## src/rtl/uart_rx_fifo.sv

```systemverilog
// UART receiver (8N1, LSB first, idle high) feeding a small first-word-fall-through FIFO.
// Sticky frame-error and overrun flags are cleared by a single-cycle strobe.
module uart_rx_fifo #(
  parameter int unsigned G_CLK_FREQ_HZ = 100_000_000,
  parameter int unsigned G_BAUD        = 115200,
  parameter int unsigned G_FIFO_DEPTH  = 4,   // power of 2, >= 2
  parameter int unsigned G_SYNC_STAGES = 2    // >= 2
) (
  input  logic       i_clk,
  input  logic       i_rst,
  input  logic       i_UART_Rx,
  output logic [7:0] o_data,
  output logic       o_empty,
  input  logic       i_pop,
  output logic       o_frame_err,
  output logic       o_overrun,
  input  logic       i_clr_err
);

  localparam int unsigned BitCyc = (G_CLK_FREQ_HZ + G_BAUD / 2) / G_BAUD;
  localparam int unsigned CntW   = $clog2(BitCyc);
  localparam int unsigned AddrW  = $clog2(G_FIFO_DEPTH);

  localparam logic [CntW-1:0]  HalfLoad = CntW'((BitCyc - 1) / 2);
  localparam logic [CntW-1:0]  FullLoad = CntW'(BitCyc - 1);
  localparam logic [CntW-1:0]  CntOne   = CntW'(1);
  localparam logic [AddrW-1:0] PtrOne   = AddrW'(1);
  localparam logic [AddrW:0]   CountOne = (AddrW + 1)'(1);
  localparam logic [AddrW:0]   DepthCnt = (AddrW + 1)'(G_FIFO_DEPTH);

  typedef enum logic [2:0] {StIdle, StStart, StData, StStop, StBreak} state_e;

  // Receiver state
  state_e                   state_q, state_d;
  logic [G_SYNC_STAGES-1:0] sync_q, sync_d;
  logic                     rx_prev_q, rx_prev_d;
  logic [CntW-1:0]          cnt_q, cnt_d;
  logic [2:0]               bit_idx_q, bit_idx_d;
  logic [7:0]               shift_q, shift_d;

  // FIFO state
  logic [7:0]       mem_q [G_FIFO_DEPTH];
  logic [7:0]       mem_d [G_FIFO_DEPTH];
  logic [AddrW-1:0] wr_ptr_q, wr_ptr_d;
  logic [AddrW-1:0] rd_ptr_q, rd_ptr_d;
  logic [AddrW:0]   count_q, count_d;
  logic             empty_q, empty_d;

  // Sticky flags
  logic frame_err_q, frame_err_d;
  logic overrun_q, overrun_d;

  logic rx_s;
  logic fall;
  logic tc;
  logic push;
  logic frame_set;
  logic do_push;
  logic do_pop;
  logic fifo_full;
  logic overrun_set;

  assign rx_s = sync_q[G_SYNC_STAGES-1];
  assign fall = rx_prev_q & ~rx_s;
  assign tc   = (cnt_q == '0);

  // Synchroniser shift and previous-sample tracking for start-edge detection
  always_comb begin
    sync_d    = {sync_q[G_SYNC_STAGES-2:0], i_UART_Rx};
    rx_prev_d = rx_s;
  end

  // FSM next-state logic
  always_comb begin
    state_d = state_q;
    case (state_q)
      StIdle:  if (fall) state_d = StStart;
      StStart: if (tc) state_d = rx_s ? StIdle : StData;
      StData:  if (tc && (bit_idx_q == 3'd7)) state_d = StStop;
      // Leave at mid stop bit so a back-to-back start edge is caught.
      StStop:  if (tc) state_d = rx_s ? StIdle : StBreak;
      StBreak: if (rx_s) state_d = StIdle;
      default: state_d = StIdle;
    endcase
  end

  // FSM outputs: baud counter, bit index, shift register, push and frame-error events
  always_comb begin
    cnt_d     = cnt_q;
    bit_idx_d = bit_idx_q;
    shift_d   = shift_q;
    push      = 1'b0;
    frame_set = 1'b0;
    case (state_q)
      StIdle: begin
        if (fall) cnt_d = HalfLoad;
      end
      StStart: begin
        if (tc) begin
          cnt_d     = FullLoad;
          bit_idx_d = 3'd0;
        end else begin
          cnt_d = cnt_q - CntOne;
        end
      end
      StData: begin
        if (tc) begin
          shift_d[bit_idx_q] = rx_s;
          cnt_d              = FullLoad;
          bit_idx_d          = bit_idx_q + 3'd1;
        end else begin
          cnt_d = cnt_q - CntOne;
        end
      end
      StStop: begin
        if (tc) begin
          if (rx_s) push = 1'b1;
          else      frame_set = 1'b1;
        end else begin
          cnt_d = cnt_q - CntOne;
        end
      end
      default: ;
    endcase
  end

  // FIFO pointer/count update; a pop frees a slot for a same-cycle push when full
  always_comb begin
    do_pop      = i_pop && (count_q != '0);
    fifo_full   = (count_q == DepthCnt);
    do_push     = push && (!fifo_full || do_pop);
    overrun_set = push && fifo_full && !do_pop;

    mem_d    = mem_q;
    wr_ptr_d = wr_ptr_q;
    rd_ptr_d = rd_ptr_q;
    count_d  = count_q;

    if (do_push) begin
      mem_d[wr_ptr_q] = shift_q;
      wr_ptr_d        = wr_ptr_q + PtrOne;
    end
    if (do_pop) begin
      rd_ptr_d = rd_ptr_q + PtrOne;
    end
    case ({do_push, do_pop})
      2'b10:   count_d = count_q + CountOne;
      2'b01:   count_d = count_q - CountOne;
      default: count_d = count_q;
    endcase
    empty_d = (count_d == '0);
  end

  // Sticky error flags; a new event beats a simultaneous clear
  always_comb begin
    frame_err_d = frame_err_q;
    overrun_d   = overrun_q;
    if (i_clr_err) begin
      frame_err_d = 1'b0;
      overrun_d   = 1'b0;
    end
    if (frame_set)   frame_err_d = 1'b1;
    if (overrun_set) overrun_d = 1'b1;
  end

  // State registers with synchronous active-low reset
  always_ff @(posedge i_clk) begin
    if (!i_rst) begin
      state_q     <= StIdle;
      sync_q      <= '1;
      rx_prev_q   <= 1'b1;
      cnt_q       <= '0;
      bit_idx_q   <= 3'd0;
      shift_q     <= 8'h00;
      for (int i = 0; i < int'(G_FIFO_DEPTH); i++) mem_q[i] <= 8'h00;
      wr_ptr_q    <= '0;
      rd_ptr_q    <= '0;
      count_q     <= '0;
      empty_q     <= 1'b1;
      frame_err_q <= 1'b0;
      overrun_q   <= 1'b0;
    end else begin
      state_q     <= state_d;
      sync_q      <= sync_d;
      rx_prev_q   <= rx_prev_d;
      cnt_q       <= cnt_d;
      bit_idx_q   <= bit_idx_d;
      shift_q     <= shift_d;
      mem_q       <= mem_d;
      wr_ptr_q    <= wr_ptr_d;
      rd_ptr_q    <= rd_ptr_d;
      count_q     <= count_d;
      empty_q     <= empty_d;
      frame_err_q <= frame_err_d;
      overrun_q   <= overrun_d;
    end
  end

  assign o_data      = mem_q[rd_ptr_q];
  assign o_empty     = empty_q;
  assign o_frame_err = frame_err_q;
  assign o_overrun   = overrun_q;

endmodule

```

## config.mk

```make
export PLATFORM = sky130hd
export DESIGN_NAME = uart_rx_fifo
export DESIGN_NICKNAME = d
export VERILOG_FILES = /design/src/rtl/uart_rx_fifo.sv
export SDC_FILE = /design/constraint.sdc
export NUM_CORES = 1
export LEC_CHECK = 0
export CAP_MARGIN = 30
export CORE_ASPECT_RATIO = 1.4
export CORE_UTILIZATION = 45
export CTS_CLUSTER_SIZE = 24
export DETAILED_ROUTE_END_ITERATION = 7
export GPL_ROUTABILITY_DRIVEN = 0
export GPL_TIMING_DRIVEN = 1
export PLACE_DENSITY = 0.67
export SYNTH_ARGS = -nofsm -noshare
export SYNTH_HDL_FRONTEND = slang
export SYNTH_SLANG_ARGS = --single-unit
```

## constraint.sdc

```tcl
create_clock -name i_clk -period 3.9 [get_ports i_clk]
set_clock_uncertainty 0.05 [all_clocks]
set_input_delay 0.78 -clock i_clk [delete_from_list [all_inputs] [get_ports i_clk]]
set_output_delay 0.78 -clock i_clk [all_outputs]
set_load 0.02 [all_outputs]
```

# Word level (Yosys, flattened, before mapping)
# Index checks and enable logic that the tools add are counted.
# W data, S select, Z words.
# classes
add_sub_neg	6
magnitude_cmp	5
eq_ne	15
muxes	34
bitwise	4
reduce_logical	23
# ops
operator	count
$bwmux W32	1
$mux W10	3
$pmux W10 S3	1
$mux W3	8
$mux W8	3
$bmux W8 S2	1
$demux W8 S2	1
$pmux W3 S5	1
$ne A2 B2 Y1 const B	7
$pmux W3 S2	2
$logic_not A10 Y1	1
$mux W1	10
$sub A10 B1 Y10 const B	1
$eq A3 B3 Y1 const B	3
$bwmux W8	1
$logic_and A1 B1 Y1	7
$add A3 B1 Y3 const B	2
$eq A3 B2 Y1 const B	2
$ge A3 B3 Y1 const B	2
$logic_not A3 Y1	2
$not A2 Y3	2
$reduce_and A3 Y1	2
$reduce_bool A2 Y1	3
$reduce_bool A3 Y1	2
other kinds (17)	19
# word_totals
reg_bits	69
output_inout_bits	11
elab_cells	103

# Longest topological paths before layout
# Gate-level depths: netlist (run 1).
# depth
ltp_word	7
ltp_mapped	12
mapped_depth_nobuf	10

# Worst setup path after synthesis (run 1)
# OpenSTA, ideal clock, no wires.
# synth_timing
path_kind	register to register
from	register cnt_q[0]
to	register count_q[2]
setup_time_ps	75
arrival_ps	2952
t_required_ps	3775
setup_slack_ps	824
stages_incl_launch_ff	13
path_buffers	2
synth_period_minus_slack_ps	3076
cell_sequence	dfxtp_1 inv_1 ha_1 or4b_4 buf_6 nor4_2 buf_4 nor2_1 fa_1 nand2b_1 or3_1 mux2_2 o22ai_1
# synth_via
elab_chain_len	6
# synth_rtl
item	line_no	rtl
start, declared	37	logic [CntW-1:0] cnt_q, cnt_d;
start signal, assigned	186	cnt_q <= cnt_d;
$logic_not A10 Y1 *	65	assign tc = (cnt_q == '0);
$mux W1 *	116	if (tc) begin
$mux W1 *	94	case (state_q)
$logic_and A1 B1 Y1 *	131	do_push = push && (!fifo_full || do_pop);
$eq A2 B1 Y1 / $eq A2 B2 Y1 (equally long branches)	146	case ({do_push, do_pop})
$pmux W3 S2 *	146	
end signal, assigned	192	count_q <= count_d;
end, declared	46	logic [AddrW:0] count_q, count_d;
# Every way passes the cells marked *; elsewhere a longest branch is shown, timed or not.
# A chain may end at the register's enable or synchronous reset.

# Final worst setup path (run 1)
# Ends and elaborated chain as after synthesis.

==> results of run 1 <==
## area by class of cell
| cell class | instances | share of cell area [%] |
|---|---|---|
| Inverter | 14 | 1.31 |
| Clock inverter | 7 | 1.84 |
| Tap cell | 100 | 3.11 |
| Multi-Input combinational cell | 265 | 51.9 |
| Timing Repair Buffer | 19 | 4.36 |
| Sequential cell | 69 | 34.4 |
| Clock buffer | 9 | 3.08 |
## layout by cell type, fill, tap and decap left out, types with 5 or more instances in the layout
master,instances
a21oi_1,16
clkbuf_8,9
clkdlybuf4s50_1,14
dfxtp_1,69
ha_1,7
inv_1,14
mux2i_1,44
mux4_2,8
nand2_1,49
nand2b_1,7
nand3_1,9
nor2_1,18
nor3_1,9
o211ai_1,5
o21ai_0,7
o31ai_1,5
## synthesized netlist by cell type (4+ instances only)
master / instances / area [µm²]
dfxtp_1: 69 / 1380
nand2_1: 49 / 184
mux2i_1: 44 / 440
nor2_1: 18 / 67.6
a21oi_1: 16 / 80.1
clkbuf_1: 15 / 56.3
inv_1: 14 / 52.6
nand3_1: 9 / 45.0
nor3_1: 9 / 45.0
mux4_2: 8 / 180
ha_1: 7 / 87.6
nand2b_1: 7 / 43.8
o21ai_0: 7 / 35.0
o211ai_1: 5 / 37.5
o31ai_1: 5 / 37.5
nand3_4: 4 / 70.1
nand4_1: 4 / 25.0
o21a_1: 4 / 30.0
xnor2_1: 4 / 35.0
## worst max-delay path by stage
stage	from	to	slack (ps)	cells after the start
2_1_floorplan	cnt_q[0]	count_q[2]	820	12
3_3_place_gp	i_pop	count_q[2]	760	8
3_5_place_dp	i_pop	count_q[2]	690	8
4_1_cts	cnt_q[0]	count_q[2]	750	10
5_1_grt	cnt_q[0]	count_q[2]	570	10
6_report	cnt_q[0]	count_q[2]	760	10
## power groups by stage
stage	Combinational, W	Clock, W	Sequential, W
after floorplan	0.000258	0	0.000751
after global placement	0.000273	0	0.000774
after detailed placement	0.000272	0	0.000775
after CTS	0.000274	0.000602	0.000759
after global routing	0.000306	0.000641	0.000765
final	0.000281	0.000594	0.000760
## through the flow
step / area, µm² / setup WS (ps) / hold WS, ps
finish: 4020 / 761 / 359
global route: 4020 / 572 / 381
CTS: 4020 / 754 / 369
detailed placement: 3820 / 686 / 346
global placement: 3820 / 762 / 340
floorplan: 3650 / 824 / 336
## state kept, by name, summed over array words and instances (netlist names)
register     cells
mem_q           32
cnt_q           10
shift_q          8
bit_idx_q        3
count_q          3
state_q          3
rd_ptr_q         2
sync_q           2
wr_ptr_q         2
o_empty          1
o_frame_err      1
o_overrun        1
rx_prev_q        1
## metal layers
metal | global-route usage, % | up-vias | routed length [µm]
li1 | - | 1382 | -
met1 | 22.1 | 1306 | 3230
met2 | 33.8 | 73 | 3710
met3 | 3.88 | 22 | 297
met4 | 10.8 | 0 | 257
met5 | 0 | - | 0
## cells by family (layout without fill, tap and decap cells)
kind of cell / after synthesis / after routing / synth area share, %
compound gates: 65 / 65 / 13.2
xor+xnor: 4 / 4 / 0.960
fa+ha+maj: 8 / 8 / 2.95
buf+inv: 39 / 49 / 4.94
flops: 69 / 69 / 37.9
mux: 54 / 54 / 17.7
simple gates: 134 / 134 / 22.3
==> flow_summary.json, run 1 <==
{
  "fin_tns_setup_ps": 0,
  "grt-ovfl-total": 0,
  "fp.dieW_um": 78.1,
  "syn2layout_area_growth_pct": 10.2,
  "synth.distinct_cells": 63,
  "syn_nets": 386,
  "cp_slowest_cell": "or4b_4",
  "setup_viol": 0,
  "ant_nets": 0,
  "port_buffers": 15,
  "crit_fanout": 14,
  "p_int_w": 0.00112,
  "crit_chain": "inv_1, ha_1, or4b_4, nor4_2, nor2_1, fa_1, nand2b_1, or3_1, mux2_2, o22ai_1",
  "reg2reg_from": "cnt_q[0]",
  "cts_tree": "built",
  "dp_hpwl_um": 5350,
  "clkLatencyLatePin_ps": 350,
  "path_delay_family": "simple AND/OR/NAND/NOR gates",
  "diodes": 0,
  "reg2reg_depth": 10,
  "synth_edf_count": 0,
  "avgSynthCellArea_um2": 9.78,
  "hp-start": "sync_q[0]",
  "drtIter0Drc": 154,
  "synth_area_um2": 3650,
  "die_y_um": 109,
  "wl_per_cell_um": 15.5,
  "powerDensity_nw_per_um2": 407,
  "hp-class": "reg2reg",
  "viasPerCell": 5.76,
  "initial_core_util_pct": 46.8,
  "post_cts_resized": 0,
  "rows": 38,
  "antenna_found_initial": 0,
  "p_leak_nw": 1.59,
  "final_util_pct": 51.5,
  "cts.htree.levels": 3,
  "power_frac_clock_pct": 36.4,
  "dp.cells": 467,
  "endpoint_kind": "register",
  "drive_gt1_share_pct": 13.6,
  "yosys_warnings": 0,
  "grt_usage_pct": 19.4,
  "ff_latch_area_um2": 1380,
  "cts_setup_buffers": 0,
  "r2r-end": "count_q[2]",
  "cp_num_buf_inv": 1,
  "io_pins": 16,
  "grt_pass1_vias": 2711,
  "pwr-share-comb_pct": 17.2,
  "status": "completed",
  "critical-path-max-stage-delay_ps": 620,
  "rsz0062_at_grt": "no",
  "async_reset_ff_share_pct": 0,
  "worstPathArrival_ps": 3370,
  "synthFlopType": "dfxtp_1",
  "peakVddDrop_v": 0.000230,
  "hold_depth": 1,
  "netSwitchingFraction_pct": 31.8,
  "tightest_slew_ps": 835,
  "hold-path-endpoint": "sync_q[1]",
  "finalHoldViolations": 0,
  "ys_seq_area_share_pct": 37.9,
  "worstPathRequired_ps": 4130,
  "synth-seq-cells": 69,
  "p_total_w": 0.00164,
  "fmax_mhz": 319,
  "multiInputGateArea_um2": 2090,
  "wirelength_um": 7500,
  "nets": 391,
  "p_seq_share_pct": 46.5,
  "core_um2": 7800,
  "vias": 2783,
  "maxSlewViolCount": 0,
  "hold_buffers": 0,
  "startpoint_type": "register",
  "dieArea_um2": 8470,
  "cts.sinks": 69,
  "criticalPathCategory": "reg2reg",
  "path_clk_slew_ps": 80,
  "cts-root-buf": "clkbuf_8",
  "grt_pass1_wl_um": 12800,
  "max_cap_viol_count": 0,
  "r2r_setup_slack_ps": 760,
  "clockBufferDepth": 2,
  "dr.pass1.iters": 4,
  "timing.slew.headroom_pct": 43.8,
  "synth_cells": 373,
  "fin_crit_sh_pct": 80.5,
  "cts_made_buffers": 9,
  "switchingPower_w": 0.000520,
  "drcViolationCount": 0,
  "period_needed_ps": 3140,
  "fin_cells": 483,
  "grt_max_degree": 43,
  "nFillCells": 721
}
Power figures use the tool's default switching activity.
==> inputs of run 2 (changes only) <==
PLACE_DENSITY = 0.7   (was 0.67)
clock period = 2.7 ns   (was 3.9 ns; I/O delays follow)
==> run 2 against run 1 <==
  * Global-route usage rose by 0.93 points
  * Maximum frequency rose by 19%
  * Sequential share of layout area fell by 1.7 points
  * Sequential power rose by 41%
  * Non-clock buffer count rose by 21
  * Final area rose by 5.4%
  * Worst hold slack improved by 4.2 ps
  * Wire length rose by 7.4%
  * Combinational power rose by 87%
  * Highest routed layer unchanged
==> flow_summary.json, run 2 (synthesis results as in run 1) <==
{
  "status": "completed",
  "cp_slowest_cell": "or4b_4",
  "multiInputGateArea_um2": 2130,
  "crit_fanout": 5,
  "dp_hpwl_um": 5890,
  "peakVddDrop_v": 0.000247,
  "tightest_slew_ps": 793,
  "powerDensity_nw_per_um2": 580,
  "drcViolationCount": 0,
  "antenna_found_initial": 0,
  "vias": 2915,
  "drtIter0Drc": 174,
  "cts.htree.levels": 3,
  "criticalPathCategory": "reg2reg",
  "grt-ovfl-total": 0,
  "syn2layout_area_growth_pct": 16.1,
  "diodes": 0,
  "fp.dieW_um": 78.1,
  "setup_viol": 0,
  "cts.sinks": 69,
  "crit_chain": "inv_2, ha_4, or4b_4, nor4_4, nor2_4, fa_2, nand2b_4, or3_1, mux2_2, o22ai_1",
  "cts-root-buf": "clkbuf_8",
  "endpoint_kind": "register",
  "grt_usage_pct": 20.4,
  "clockBufferDepth": 2,
  "p_total_w": 0.00246,
  "ff_latch_area_um2": 1380,
  "final_cell_mix": "67 x dfxtp_1, 49 x nand2_1, 44 x mux2i_1",
  "hp-start": "sync_q[0]",
  "dieArea_um2": 8470,
  "critical-path-max-stage-delay_ps": 480,
  "maxSlewViolCount": 0,
  "reg2reg_depth": 10,
  "die_y_um": 109,
  "rsz0062_at_grt": "yes",
  "max_cap_viol_count": 0,
  "drive_gt1_share_pct": 20.3,
  "r2r_setup_slack_ps": 60,
  "hold_depth": 1,
  "port_buffers": 15,
  "grt_max_degree": 36,
  "reg.largest.list": "mem_q (32), cnt_q (10), shift_q (8)",
  "regMostFlops": "mem_q",
  "cts_made_buffers": 9,
  "final_area_um2": 4230,
  "place_area_um2": 4010,
  "core_um2": 7800,
  "r2r-end": "count_q[2]",
  "layout_commonest_cell": "dfxtp_1",
  "period_needed_ps": 2640,
  "p_leak_nw": 1.70,
  "io_pins": 16,
  "dr.pass1.iters": 5,
  "nFillCells": 721,
  "hold-path-endpoint": "sync_q[1]",
  "fmax_mhz": 378,
  "fin_crit_sh_pct": 98.0,
  "rows": 38,
  "nets": 412,
  "cts_tree": "built",
  "initial_core_util_pct": 46.8,
  "finalHoldViolations": 0,
  "wirelength_um": 8050,
  "largest_register_ffs": 32,
  "hp-class": "reg2reg",
  "grt_pass1_vias": 2858,
  "path_clk_slew_ps": 80,
  "wl_per_cell_um": 16.0,
  "reg2reg_from": "cnt_q[1]",
  "viasPerCell": 5.78,
  "ant_nets": 0,
  "worstPathRequired_ps": 2920,
  "clkLatencyLatePin_ps": 340,
  "startpoint_type": "register",
  "timing.slew.headroom_pct": 46.4,
  "worstPathArrival_ps": 2870,
  "grt_pass1_wl_um": 13300
}
==> run 2: cell count changes in the layout (fill, tap and decap cells not counted), moves of 2 or more <==
| cell | previous run | this run |
|---|---|---|
| buf_4 | 4 | 25 |
| clkinv_2 | 2 | 0 |
| clkinv_4 | 1 | 4 |
| dfxtp_1 | 69 | 67 |
| dfxtp_2 | 0 | 2 |
| inv_1 | 14 | 12 |
| inv_2 | 0 | 2 |
| inv_6 | 2 | 0 |
==> run 2: metrics by stage <==
step           util (%)  setup slack (ps)  hold WS (ps)  cells  setup TNS (ps)
6_report           54.3              55.1           363    504               0
5_1_grt            54.3             -29.6           372    504           -29.6
2_1_floorplan         -              -227           336    373            -227
3_3_place_gp       51.4              62.0           343    486               0
4_1_cts            54.3             -16.2           367    504           -16.2
3_5_place_dp       51.4             -11.3           349    486           -11.3
==> run 2: critical path: cells and delay by family (launching register included) <==
| kind | cells | cell delay [ps] |
|---|---|---|
| and+or+nand+nor | 5 | 1230 |
| muxes | 1 | 270 |
| buffers and inverters | 1 | 60 |
| adders and majority gates | 2 | 510 |
| DFF | 1 | 330 |
| AOI/OAI and AO/OA | 1 | 130 |
==> run 2: what timing repair did <==
action                     4_1_cts  5_1_grt
pin swaps                        4        1
hold endpoints to repair         0        0
resized for setup                0        0
setup buffers                    2        0
hold buffers                     0        0
setup endpoints to repair        1        1
==> run 2: layer usage <==
layer | vias to the layer above | global-route usage [%] | share of wire, %
met5 | - | 0 | 0
met4 | 0 | 11.1 | 2.3
met3 | 18 | 4.05 | 3.4
met2 | 70 | 36.8 | 53
met1 | 1399 | 22.1 | 42
li1 | 1428 | - | -
==> run 2: worst max path at each step <==
stage,startpoint,to,slack [ps],cells past startpoint
finish,cnt_q[1],count_q[2],60,10
global placement,cnt_q[1],count_q[2],60,10
floorplan,cnt_q[1],count_q[2],-230,12
CTS,cnt_q[1],count_q[2],-20,10
detailed placement,cnt_q[1],count_q[2],-10,10
global route,cnt_q[1],count_q[2],-30,10
==> run 2: power breakdown <==
part / internal, W / total [W] / switching [W]
Combinational: 0.000201 / 0.000526 / 0.000325
Clock: 0.000458 / 0.000863 / 0.000406
Sequential: 0.00104 / 0.00107 / 0.0000221
==> run 2: cell type report <==
type	count	share of cell area, %
clock buffer	10	3.25
timing repair buffer	40	7.86
clock inverter	6	1.71
multi-input combinational	265	50.3
sequential	69	32.7
tap	100	2.96
inverter	14	1.24
